## src/rtl/axi_slave_port_pkg.sv

```systemverilog
// Bus types and decode helpers shared by the AXI-Lite slave port, its channel
// interfaces and the WAIT-state timeout counter.
package axi_slave_port_pkg;

  localparam int unsigned AXI_ADDR_W = 32;
  localparam int unsigned AXI_DATA_W = 32;
  localparam int unsigned AXI_STRB_W = AXI_DATA_W / 8;

  typedef enum logic [1:0] {
    OKAY   = 2'b00,
    SLVERR = 2'b10
  } axi_response_t;

  typedef enum logic [1:0] {
    IDLE,
    REQUEST,
    WAIT,
    RESPONSE
  } axi_slave_state_t;

  // One extra bit so an address below the base shows up as a negative offset.
  function automatic logic [AXI_ADDR_W:0] window_offset(
    input logic [AXI_ADDR_W-1:0] addr,
    input logic [AXI_ADDR_W-1:0] base
  );
    return {1'b0, addr} - {1'b0, base};
  endfunction

  function automatic logic in_window(
    input logic [AXI_ADDR_W:0] offset,
    input logic [AXI_ADDR_W:0] size
  );
    return !offset[AXI_ADDR_W] && (offset < size);
  endfunction

endpackage

```

## src/rtl/axi_slave_port_if.sv

```systemverilog
// AXI-Lite write (AW/W/B) and read (AR/R) channel bundles with master and
// slave views.
interface axi_write_interface;
  import axi_slave_port_pkg::*;

  logic [AXI_ADDR_W-1:0] AWADDR;
  logic                  AWVALID;
  logic                  AWREADY;
  logic [AXI_DATA_W-1:0] WDATA;
  logic [AXI_STRB_W-1:0] WSTRB;
  logic                  WVALID;
  logic                  WREADY;
  axi_response_t         BRESP;
  logic                  BVALID;
  logic                  BREADY;

  modport slave (
    input  AWADDR, AWVALID, WDATA, WSTRB, WVALID, BREADY,
    output AWREADY, WREADY, BRESP, BVALID
  );

  modport master (
    output AWADDR, AWVALID, WDATA, WSTRB, WVALID, BREADY,
    input  AWREADY, WREADY, BRESP, BVALID
  );
endinterface

interface axi_read_interface;
  import axi_slave_port_pkg::*;

  logic [AXI_ADDR_W-1:0] ARADDR;
  logic                  ARVALID;
  logic                  ARREADY;
  logic [AXI_DATA_W-1:0] RDATA;
  axi_response_t         RRESP;
  logic                  RVALID;
  logic                  RREADY;

  modport slave (
    input  ARADDR, ARVALID, RREADY,
    output ARREADY, RDATA, RRESP, RVALID
  );

  modport master (
    output ARADDR, ARVALID, RREADY,
    input  ARREADY, RDATA, RRESP, RVALID
  );
endinterface

```

## src/rtl/axi_slave_port_timeout.sv

```systemverilog
// WAIT-state watchdog for one slave path; only built with AXI_SLAVE_TIMEOUT_EN.
// expired_o is high in the WAIT cycle where the count reaches TIMEOUT_CYCLES-1.
`ifdef AXI_SLAVE_TIMEOUT_EN
module axi_slave_timeout #(
  parameter int unsigned TIMEOUT_CYCLES = 256
) (
  input  logic clk,
  input  logic rst,
  input  logic clear_i,
  input  logic enable_i,
  output logic expired_o
);

  localparam int unsigned CW = (TIMEOUT_CYCLES > 2) ? $clog2(TIMEOUT_CYCLES) : 1;
  localparam logic [CW-1:0] LAST = CW'(TIMEOUT_CYCLES - 1);

  logic [CW-1:0] count_q, count_d;

  always_comb begin
    count_d = count_q;
    if (clear_i) begin
      count_d = '0;
    end else if (enable_i && (count_q != LAST)) begin
      count_d = count_q + 1'b1;
    end
  end

  always_ff @(posedge clk) begin
    if (rst) begin
      count_q <= '0;
    end else begin
      count_q <= count_d;
    end
  end

  assign expired_o = enable_i && (count_q == LAST);

endmodule
`endif

```

## src/rtl/axi_slave_port.sv

```systemverilog
// AXI-Lite slave endpoint: one address window, independent write/read FSMs,
// single-beat request/done peripheral port. Optional WAIT timeout: AXI_SLAVE_TIMEOUT_EN.
module axi_slave_port
  import axi_slave_port_pkg::*;
#(
  parameter logic [31:0] ADDR_BASE      = 32'h0000_0000,
  parameter int unsigned ADDR_SIZE      = 4096,
  parameter int unsigned TIMEOUT_CYCLES = 256,
  localparam int unsigned AW            = $clog2(ADDR_SIZE)
) (
  input  logic                    axi_ACLK,
  input  logic                    axi_ARESET,
  axi_write_interface.slave       write_channel,
  axi_read_interface.slave        read_channel,
  output logic [AW-1:0]           write_address_o,
  output logic [31:0]             write_data_o,
  output logic [3:0]              write_strobe_o,
  output logic                    write_request_o,
  input  logic                    write_done_i,
  input  logic                    write_error_i,
  output logic [AW-1:0]           read_address_o,
  output logic                    read_request_o,
  input  logic [31:0]             read_data_i,
  input  logic                    read_done_i,
  input  logic                    read_error_i
);

  // READY stays low through reset and rises the cycle after release.
  logic ready_en_q;

  axi_slave_state_t w_state_q, w_state_d;
  logic             aw_held_q, aw_held_d, w_held_q, w_held_d, aw_hit_q, aw_hit_d;
  logic [AW-1:0]    waddr_q, waddr_d;
  logic [31:0]      wdata_q, wdata_d;
  logic [3:0]       wstrb_q, wstrb_d;
  axi_response_t    bresp_q, bresp_d;
  logic             aw_ready, w_ready, w_timeout;

  axi_slave_state_t r_state_q, r_state_d;
  logic [AW-1:0]    raddr_q, raddr_d;
  logic [31:0]      rdata_q, rdata_d;
  axi_response_t    rresp_q, rresp_d;
  logic             ar_ready, r_timeout;

  logic [32:0] aw_offset, ar_offset;
  logic        aw_in_window, ar_in_window;

  assign aw_offset    = window_offset(write_channel.AWADDR, ADDR_BASE);
  assign ar_offset    = window_offset(read_channel.ARADDR, ADDR_BASE);
  assign aw_in_window = in_window(aw_offset, 33'(ADDR_SIZE));
  assign ar_in_window = in_window(ar_offset, 33'(ADDR_SIZE));

  always_comb begin
    w_state_d = w_state_q;
    aw_held_d = aw_held_q;
    w_held_d  = w_held_q;
    aw_hit_d  = aw_hit_q;
    waddr_d   = waddr_q;
    wdata_d   = wdata_q;
    wstrb_d   = wstrb_q;
    bresp_d   = bresp_q;
    aw_ready  = 1'b0;
    w_ready   = 1'b0;
    case (w_state_q)
      IDLE: begin
        aw_ready = ready_en_q && !aw_held_q;
        w_ready  = ready_en_q && !w_held_q;
        if (write_channel.AWVALID && aw_ready) begin
          aw_held_d = 1'b1;
          aw_hit_d  = aw_in_window;
          waddr_d   = aw_offset[AW-1:0];
        end
        if (write_channel.WVALID && w_ready) begin
          w_held_d = 1'b1;
          wdata_d  = write_channel.WDATA;
          wstrb_d  = write_channel.WSTRB;
        end
        // Leave IDLE on the edge that completes the pair, not one later.
        if (aw_held_d && w_held_d) begin
          if (aw_hit_d) begin
            w_state_d = REQUEST;
          end else begin
            w_state_d = RESPONSE;
            bresp_d   = SLVERR;
          end
        end
      end
      REQUEST, WAIT: begin
        if (write_done_i) begin
          w_state_d = RESPONSE;
          bresp_d   = write_error_i ? SLVERR : OKAY;
        end else if (w_timeout) begin
          w_state_d = RESPONSE;
          bresp_d   = SLVERR;
        end else begin
          w_state_d = WAIT;
        end
      end
      RESPONSE: begin
        if (write_channel.BREADY) begin
          w_state_d = IDLE;
          aw_held_d = 1'b0;
          w_held_d  = 1'b0;
        end
      end
      default: w_state_d = IDLE;
    endcase
  end

  always_comb begin
    r_state_d = r_state_q;
    raddr_d   = raddr_q;
    rdata_d   = rdata_q;
    rresp_d   = rresp_q;
    ar_ready  = 1'b0;
    case (r_state_q)
      IDLE: begin
        ar_ready = ready_en_q;
        if (read_channel.ARVALID && ar_ready) begin
          raddr_d = ar_offset[AW-1:0];
          if (ar_in_window) begin
            r_state_d = REQUEST;
          end else begin
            r_state_d = RESPONSE;
            rdata_d   = '0;
            rresp_d   = SLVERR;
          end
        end
      end
      REQUEST, WAIT: begin
        if (read_done_i) begin
          r_state_d = RESPONSE;
          rdata_d   = read_data_i;
          rresp_d   = read_error_i ? SLVERR : OKAY;
        end else if (r_timeout) begin
          r_state_d = RESPONSE;
          rdata_d   = '0;
          rresp_d   = SLVERR;
        end else begin
          r_state_d = WAIT;
        end
      end
      RESPONSE: begin
        if (read_channel.RREADY) begin
          r_state_d = IDLE;
        end
      end
      default: r_state_d = IDLE;
    endcase
  end

  always_ff @(posedge axi_ACLK) begin
    if (axi_ARESET) begin
      ready_en_q <= 1'b0;
      w_state_q  <= IDLE;
      aw_held_q  <= 1'b0;
      w_held_q   <= 1'b0;
      aw_hit_q   <= 1'b0;
      waddr_q    <= '0;
      wdata_q    <= '0;
      wstrb_q    <= '0;
      bresp_q    <= OKAY;
      r_state_q  <= IDLE;
      raddr_q    <= '0;
      rdata_q    <= '0;
      rresp_q    <= OKAY;
    end else begin
      ready_en_q <= 1'b1;
      w_state_q  <= w_state_d;
      aw_held_q  <= aw_held_d;
      w_held_q   <= w_held_d;
      aw_hit_q   <= aw_hit_d;
      waddr_q    <= waddr_d;
      wdata_q    <= wdata_d;
      wstrb_q    <= wstrb_d;
      bresp_q    <= bresp_d;
      r_state_q  <= r_state_d;
      raddr_q    <= raddr_d;
      rdata_q    <= rdata_d;
      rresp_q    <= rresp_d;
    end
  end

`ifdef AXI_SLAVE_TIMEOUT_EN
  axi_slave_timeout #(.TIMEOUT_CYCLES(TIMEOUT_CYCLES)) u_w_timeout (
    .clk       (axi_ACLK),
    .rst       (axi_ARESET),
    .clear_i   (w_state_q == REQUEST),
    .enable_i  (w_state_q == WAIT),
    .expired_o (w_timeout)
  );

  axi_slave_timeout #(.TIMEOUT_CYCLES(TIMEOUT_CYCLES)) u_r_timeout (
    .clk       (axi_ACLK),
    .rst       (axi_ARESET),
    .clear_i   (r_state_q == REQUEST),
    .enable_i  (r_state_q == WAIT),
    .expired_o (r_timeout)
  );
`else
  logic unused_timeout_cycles;
  assign unused_timeout_cycles = ^TIMEOUT_CYCLES;
  assign w_timeout = 1'b0;
  assign r_timeout = 1'b0;
`endif

  assign write_channel.AWREADY = aw_ready;
  assign write_channel.WREADY  = w_ready;
  assign write_channel.BVALID  = (w_state_q == RESPONSE);
  assign write_channel.BRESP   = bresp_q;
  assign read_channel.ARREADY  = ar_ready;
  assign read_channel.RVALID   = (r_state_q == RESPONSE);
  assign read_channel.RRESP    = rresp_q;
  assign read_channel.RDATA    = rdata_q;

  assign write_address_o = waddr_q;
  assign write_data_o    = wdata_q;
  assign write_strobe_o  = wstrb_q;
  assign write_request_o = (w_state_q == REQUEST);
  assign read_address_o  = raddr_q;
  assign read_request_o  = (r_state_q == REQUEST);

endmodule

```

## src/flat_wrapper.sv

```systemverilog
// flat-port wrapper written by rule: the top's interface ports become plain ports
module axi_slave_port_flat import axi_slave_port_pkg::*;
#(
  parameter logic [31:0] ADDR_BASE      = 32'h0000_0000,
  parameter int unsigned ADDR_SIZE      = 4096,
  parameter int unsigned TIMEOUT_CYCLES = 256,
  localparam int unsigned AW            = $clog2(ADDR_SIZE)
)
  (axi_ACLK, axi_ARESET, write_address_o, write_data_o, write_strobe_o, write_request_o, write_done_i, write_error_i, read_address_o, read_request_o, read_data_i, read_done_i, read_error_i, write_channel_AWADDR, write_channel_AWVALID, write_channel_WDATA, write_channel_WSTRB, write_channel_WVALID, write_channel_BREADY, write_channel_AWREADY, write_channel_WREADY, write_channel_BRESP, write_channel_BVALID, read_channel_ARADDR, read_channel_ARVALID, read_channel_RREADY, read_channel_ARREADY, read_channel_RDATA, read_channel_RRESP, read_channel_RVALID);
  axi_write_interface write_channel_i ();
  axi_read_interface read_channel_i ();
  input  logic axi_ACLK;
  input  logic axi_ARESET;
  output logic [AW-1:0] write_address_o;
  output logic [31:0] write_data_o;
  output logic [3:0] write_strobe_o;
  output logic write_request_o;
  input  logic write_done_i;
  input  logic write_error_i;
  output logic [AW-1:0] read_address_o;
  output logic read_request_o;
  input  logic [31:0] read_data_i;
  input  logic read_done_i;
  input  logic read_error_i;
  input wire logic [$bits(write_channel_i.AWADDR)-1:0] write_channel_AWADDR;
  input wire logic [$bits(write_channel_i.AWVALID)-1:0] write_channel_AWVALID;
  input wire logic [$bits(write_channel_i.WDATA)-1:0] write_channel_WDATA;
  input wire logic [$bits(write_channel_i.WSTRB)-1:0] write_channel_WSTRB;
  input wire logic [$bits(write_channel_i.WVALID)-1:0] write_channel_WVALID;
  input wire logic [$bits(write_channel_i.BREADY)-1:0] write_channel_BREADY;
  output wire logic [$bits(write_channel_i.AWREADY)-1:0] write_channel_AWREADY;
  output wire logic [$bits(write_channel_i.WREADY)-1:0] write_channel_WREADY;
  output wire logic [$bits(write_channel_i.BRESP)-1:0] write_channel_BRESP;
  output wire logic [$bits(write_channel_i.BVALID)-1:0] write_channel_BVALID;
  input wire logic [$bits(read_channel_i.ARADDR)-1:0] read_channel_ARADDR;
  input wire logic [$bits(read_channel_i.ARVALID)-1:0] read_channel_ARVALID;
  input wire logic [$bits(read_channel_i.RREADY)-1:0] read_channel_RREADY;
  output wire logic [$bits(read_channel_i.ARREADY)-1:0] read_channel_ARREADY;
  output wire logic [$bits(read_channel_i.RDATA)-1:0] read_channel_RDATA;
  output wire logic [$bits(read_channel_i.RRESP)-1:0] read_channel_RRESP;
  output wire logic [$bits(read_channel_i.RVALID)-1:0] read_channel_RVALID;
  assign write_channel_i.AWADDR = write_channel_AWADDR;
  assign write_channel_i.AWVALID = write_channel_AWVALID;
  assign write_channel_i.WDATA = write_channel_WDATA;
  assign write_channel_i.WSTRB = write_channel_WSTRB;
  assign write_channel_i.WVALID = write_channel_WVALID;
  assign write_channel_i.BREADY = write_channel_BREADY;
  assign write_channel_AWREADY = write_channel_i.AWREADY;
  assign write_channel_WREADY = write_channel_i.WREADY;
  assign write_channel_BRESP = write_channel_i.BRESP;
  assign write_channel_BVALID = write_channel_i.BVALID;
  assign read_channel_i.ARADDR = read_channel_ARADDR;
  assign read_channel_i.ARVALID = read_channel_ARVALID;
  assign read_channel_i.RREADY = read_channel_RREADY;
  assign read_channel_ARREADY = read_channel_i.ARREADY;
  assign read_channel_RDATA = read_channel_i.RDATA;
  assign read_channel_RRESP = read_channel_i.RRESP;
  assign read_channel_RVALID = read_channel_i.RVALID;
  axi_slave_port #(.ADDR_BASE(ADDR_BASE), .ADDR_SIZE(ADDR_SIZE), .TIMEOUT_CYCLES(TIMEOUT_CYCLES)) u_core (.axi_ACLK(axi_ACLK), .axi_ARESET(axi_ARESET), .write_channel(write_channel_i), .read_channel(read_channel_i), .write_address_o(write_address_o), .write_data_o(write_data_o), .write_strobe_o(write_strobe_o), .write_request_o(write_request_o), .write_done_i(write_done_i), .write_error_i(write_error_i), .read_address_o(read_address_o), .read_request_o(read_request_o), .read_data_i(read_data_i), .read_done_i(read_done_i), .read_error_i(read_error_i));
endmodule
```

## config.mk

```make
export PLATFORM = sky130hd
export DESIGN_NAME = axi_slave_port_flat
export DESIGN_NICKNAME = d
export VERILOG_FILES = /design/src/rtl/axi_slave_port_pkg.sv /design/src/rtl/axi_slave_port_if.sv /design/src/rtl/axi_slave_port_timeout.sv /design/src/rtl/axi_slave_port.sv /design/src/flat_wrapper.sv
export SDC_FILE = /design/constraint.sdc
export NUM_CORES = 1
export LEC_CHECK = 0
export BUFFER_PORTS_ARGS = -buffer_cell sky130_fd_sc_hd__buf_2
export CAP_MARGIN = 10
export CORE_UTILIZATION = 35
export DETAILED_ROUTE_END_ITERATION = 10
export GPL_TIMING_DRIVEN = 1
export PLACE_DENSITY = 0.76
export SLEW_MARGIN = 40
export SYNTH_ARGS = -nofsm -noshare
export SYNTH_HDL_FRONTEND = slang
export SYNTH_SLANG_ARGS = --single-unit
```

## constraint.sdc

```tcl
create_clock -name axi_ACLK -period 3 [get_ports axi_ACLK]
set_clock_uncertainty 0.1 [all_clocks]
set_input_delay 0.15 -clock axi_ACLK [delete_from_list [all_inputs] [get_ports axi_ACLK]]
set_output_delay 0.15 -clock axi_ACLK [all_outputs]
set_load 0.02 [all_outputs]
```

# == After elaboration in Yosys (flattened, before gate mapping) ==
# Index checks and enable logic that the tools add are counted.
# word_totals
ff_bits,104
latchBits,0
mem_bits_rw,0
mem_bits_ro,0
input_bits,143
output_inout_bits,103
wordCells,89
mem_count,0
# op_classes
addsub,0
multipliers,0
n_div,0
n_lt_le_gt_ge,2
eq_ne,14
n_shift,0
muxes,37
n_bitwise,0
n_reduce_logical,23
# op_table
cell,n
$mux 32,3
$lt 32x13->1 const B,2
$pmux 32 s2,1
$mux 2,14
$mux 1,13
$ne 2x2->1 const B,6
$pmux 2 s3,2
$reduce_and 2->1,6
$eq 2x2->1 const B,4
$pmux 2 s2,2
$reduce_and 4->1,2
$logic_and 1x1->1,6
$reduce_bool 2->1,3
$eq 2x1->1 const B,2
$logic_not 2->1,2
$ne 2x1->1 const B,2
$pmux 1 s2,2
$reduce_or 2->1,2
$logic_not 1->1,2

# == Logic depth before layout (Yosys ltp) ==
# depth
word_depth,8
depth_mapped,9
mapped_depth_nobuf,7

# == Worst setup path before layout ==
# No wires, ideal clock.
# synth_path
path_type,reg2reg
startpoint,register u_core.r_state_q[0]
endpoint,register u_core.rdata_q[1] (netlist: u_core.read_channel.RDATA[1])
setup_ps,70
arrival_time_ps,1823
required_time_ps,2830
slack_ps,1007
stages_incl_launch_ff,10
n_path_buf,2
synth_period_minus_slack_ps,1993
cell_sequence,dfxtp_1 > inv_1 > ha_1 > buf_2 > nor2b_1 > a211oi_4 > o31a_4 > buf_6 > nand3_2 > a21oi_2
# synth_via
elab_chain_cells,4
word_cells_on_any_way,10
cone_classes,eq/ne (5); mux (1); reduce/logical (4)
# synth_lines
item,line,rtl
"start, declared",axi_slave_port.sv:39,"axi_slave_state_t r_state_q, r_state_d;"
"start signal, assigned",axi_slave_port.sv:177,r_state_q <= r_state_d;
$eq 2x1->1 or $eq 2x2->1 (tied branches),axi_slave_port.sv:116,case (r_state_q)
$reduce_or 2->1,axi_slave_port.sv:116,
$ne 2x2->1 (no line) or $reduce_bool 2->1 (tied branches),n/a,
$reduce_and 4->1 (no line),n/a,
"end signal, assigned",axi_slave_port.sv:179,rdata_q <= rdata_d;
"end, declared",axi_slave_port.sv:41,"logic [31:0] rdata_q, rdata_d;"
# Parallel ways exist; a longest one is shown, timed or not.
# A chain may end at the register's enable or synchronous reset.

# == Worst setup path after layout ==
# layout_path
startpoint,register u_core.r_state_q[0]
endpoint,register u_core.rdata_q[25] (netlist: u_core.read_channel.RDATA[25])
# The elaborated chain is that of the path after synthesis.

==> out/qor.yml <==
outcome: "finished, final reports clean"
timing.max_slew.rel_slack: 0.591
power.leakage_nw: 2.99
wire_per_inst_um: 14.2
number_of_enable_flip_flop_cells_after_synthesis: 0
min_period_over_period: 0.765
drv_cap: 0
groute.usage.overall: 0.224
irDropWorstVdd_mv: 0.532
nets: 975
critical_path_cell_count: 7
timing.final.hold_violations: 0
async_reset_ff_frac: 0
starting_density: 0.361
syn_warnings: 0
synth.ff_latch_count: 102
final.fill_count: 985
critPathBufInv: 1
dr_total_vias: 4779
detailedRoute.firstPassIterationCount: 6
final_util: 0.575
criticalPathCategory: "flip-flop to flip-flop"
ios: 246
whs_endpoint: "u_core.write_channel.BRESP[1]"
power_density_mw_per_mm2: 745
cp-end-kind: "flip-flop"
tns_ps: 0
clock_tree_from_tritoncts: "done"
cts_buffer_depth: 2
timing.final.max_slew_violations: 0
synthFlopType: "sky130_fd_sc_hd__dfxtp_1"
hp-start: "write_error_i"
worstSetupStartpointType: "flip-flop"
worst_path_cell_chain: "inv_1 -> ha_1 -> nor2b_1 -> a211oi_4 -> o31a_4 -> nand3_1 -> a21oi_1"
clk_sinks: 102
fp-row-count: 39
hold_class: "input pin to flip-flop"
post_route_cells_drive_above_1_share: 0.351
grt_overflow: 0
place.detailed.hpwl_um: 8100
area.growth.synth_to_final_pct: 59.5
worst_hold_check_slack_ps: 32.3
globalplace.congestion: 0.773
yosys.cell_types.count: 38
worst-endpoint-arrival_ps: 2460
ant_nets: 0
cts_inserted_buffers: 9
timing.fmax_mhz: 436
post_cts_resize_count: 0
core-area_mm2: 0.0115
crit-reg2reg-launch: "u_core.r_state_q[0]"
synthesis.instances: 503
register_to_register_setup_slack_ps: 700
drt-total-wl_um: 13800
route.detailed.drc: 0
cts_post_setup_buffers_inserted: 0
setup-violations-final: 0
floorplan.die_area_mm2: 0.0123
post_synth.cell_area_avg_um2: 8.22
grt_pass1_vias: 4733
fraction_of_post_synthesis_cell_area_in_the_top_cell_type_by_area: 0.494
slowest_stage: "sky130_fd_sc_hd__o31a_4"
cts_htree_levels: 3
crit_path_max_delay_family: "compound AO/OA/AOI/OAI gates"
antenna_found_initial: 0
grt_first_pass_wirelength_um: 22200
crit_fanout: 32
port_buffers: 243
initialDrtViolationCount: 323
r2r_cells: 7
r2r-end: "u_core.read_channel.RDATA[25]"
grt_start_max_net_pins: 53
ys_top_cells_by_area: "sky130_fd_sc_hd__dfxtp_1, sky130_fd_sc_hd__nand2_1, sky130_fd_sc_hd__a21oi_1"
max_slew.worst_pin.slew_ps: 614
die_w_um: 111
hold_path_depth: 3
finalWorstPathRequiredPeriod_ps: 2300
synth_seq_area_share: 0.494
vias_per_cell: 4.92
slowest_delay_ps: 470
timing.final.ws_setup_ps: 705
dpl_worst_slack_ps: 821
n_antenna_cell: 0
insertion_delay_ps: 340
critical_path_required_ps: 3170
totalPowerFinal_mw: 4.92
unrepaired_setup_endpoints_after_global_routing: "no"
syn_area_mm2: 0.00414
die-height_um: 111
clk_transition_reported_paths_ps: 70
clock-root-buffer: "sky130_fd_sc_hd__clkbuf_16"
netlist.top_cell.by_area: "sky130_fd_sc_hd__dfxtp_1"
-- worst min-delay path: stages --
cell and delay [ps]:
sky130_fd_sc_hd__buf_2 70, sky130_fd_sc_hd__or4b_1 100, sky130_fd_sc_hd__o211a_1 130
-- cells in the final DEF (no fill, tap or decap), drive strengths merged, types with 3 or more instances in the layout --
cell and count:
ha 8, o211ai 3, and2 3, nor4 11, dfxtp 102, inv 11, nor2 10, nand3 33
o21ai 6, clkinv 3, nand2b 3, clkbuf 10, dlygate4sd3 94, nand2 160, a21oi 98, buf 249
-- worst max-delay path by stage --
stage,from,to,slack [ps]
2_1_floorplan,u_core.r_state_q[0],u_core.read_channel.RDATA[1],1010
3_3_place_gp,u_core.r_state_q[0],u_core.read_channel.RDATA[17],870
3_5_place_dp,u_core.r_state_q[0],u_core.read_channel.RDATA[14],820
4_1_cts,u_core.r_state_q[0],u_core.read_channel.RDATA[17],820
5_1_grt,u_core.r_state_q[0],u_core.read_channel.RDATA[25],600
6_report,u_core.r_state_q[0],u_core.read_channel.RDATA[25],700
-- synthesized netlist by cell type (2+ instances only) --
cell type,n
sky130_fd_sc_hd__nand2_1,160
sky130_fd_sc_hd__nor2_1,10
sky130_fd_sc_hd__a21oi_2,11
sky130_fd_sc_hd__buf_6,6
sky130_fd_sc_hd__a22oi_1,2
sky130_fd_sc_hd__nand3_2,11
sky130_fd_sc_hd__buf_1,2
sky130_fd_sc_hd__nand4_1,2
sky130_fd_sc_hd__nand3_1,22
sky130_fd_sc_hd__a21oi_1,87
sky130_fd_sc_hd__dfxtp_1,102
sky130_fd_sc_hd__nand2b_1,3
sky130_fd_sc_hd__o211a_1,2
sky130_fd_sc_hd__buf_2,6
sky130_fd_sc_hd__nor4_2,3
sky130_fd_sc_hd__buf_4,3
sky130_fd_sc_hd__ha_1,8
sky130_fd_sc_hd__inv_1,11
sky130_fd_sc_hd__and2_1,3
sky130_fd_sc_hd__clkbuf_1,17
sky130_fd_sc_hd__o211ai_1,3
sky130_fd_sc_hd__nor4_1,8
sky130_fd_sc_hd__o21ai_0,6
-- routing by layer --
layer | track usage | share of wire
met2 | 0.405 | 0.51
met5 | 0 | 0
met1 | 0.233 | 0.38
met3 | 0.0683 | 0.074
met4 | 0.115 | 0.031
-- flip-flops by register name, summed over array words and instances, names as in the netlist, 2 cells and up --
signal and count:
u_core.r_state_q 2, u_core.read_address_o 12, u_core.read_channel.RDATA 32, u_core.w_state_q 2
u_core.write_address_o 12, u_core.write_data_o 32, u_core.write_strobe_o 4
-- metrics by stage --
step                instances  instance area (µm²)
finish                    971                 6600
global route              971                 6600
CTS                       971                 6600
detailed placement        862                 5390
global placement          862                 5390
floorplan                 504                 4140
-- timing repair --
item,in CTS,in global routing
hold endpoints to repair,94,0
hold buffers,94,0
setup endpoints to repair,0,0
-- cell families (layout without fill, tap and decap cells) --
family                   count (synthesis)  count (layout)  synth area share
AO/OA/AOI/OAI                          119             119             0.173
other                                    1               2          0.000907
multiplexers                             1               1           0.00242
adder cells (fa/ha/maj)                  8               8            0.0242
flip-flops                             102             102             0.494
AND/OR/NAND/NOR                        227             227             0.250
buffers and inverters                   45             369            0.0563
-- power by group --
part           switching, mW  leakage (nW)  internal (mW)
Clock                  0.507         0.125          0.559
Sequential             0.140         0.830           1.61
Combinational           1.37          2.04          0.733
-- layout make-up --
class	instances	area, µm²	share of cell area
tap	143	179	0.0271
clock buffer	10	229	0.0347
sequential	102	2040	0.309
multi-input combinational	357	1870	0.283
clock inverter	5	37.5	0.00569
timing repair buffer	343	2200	0.334
inverter	11	41.3	0.00626
(Power assumes the default switching activity.)
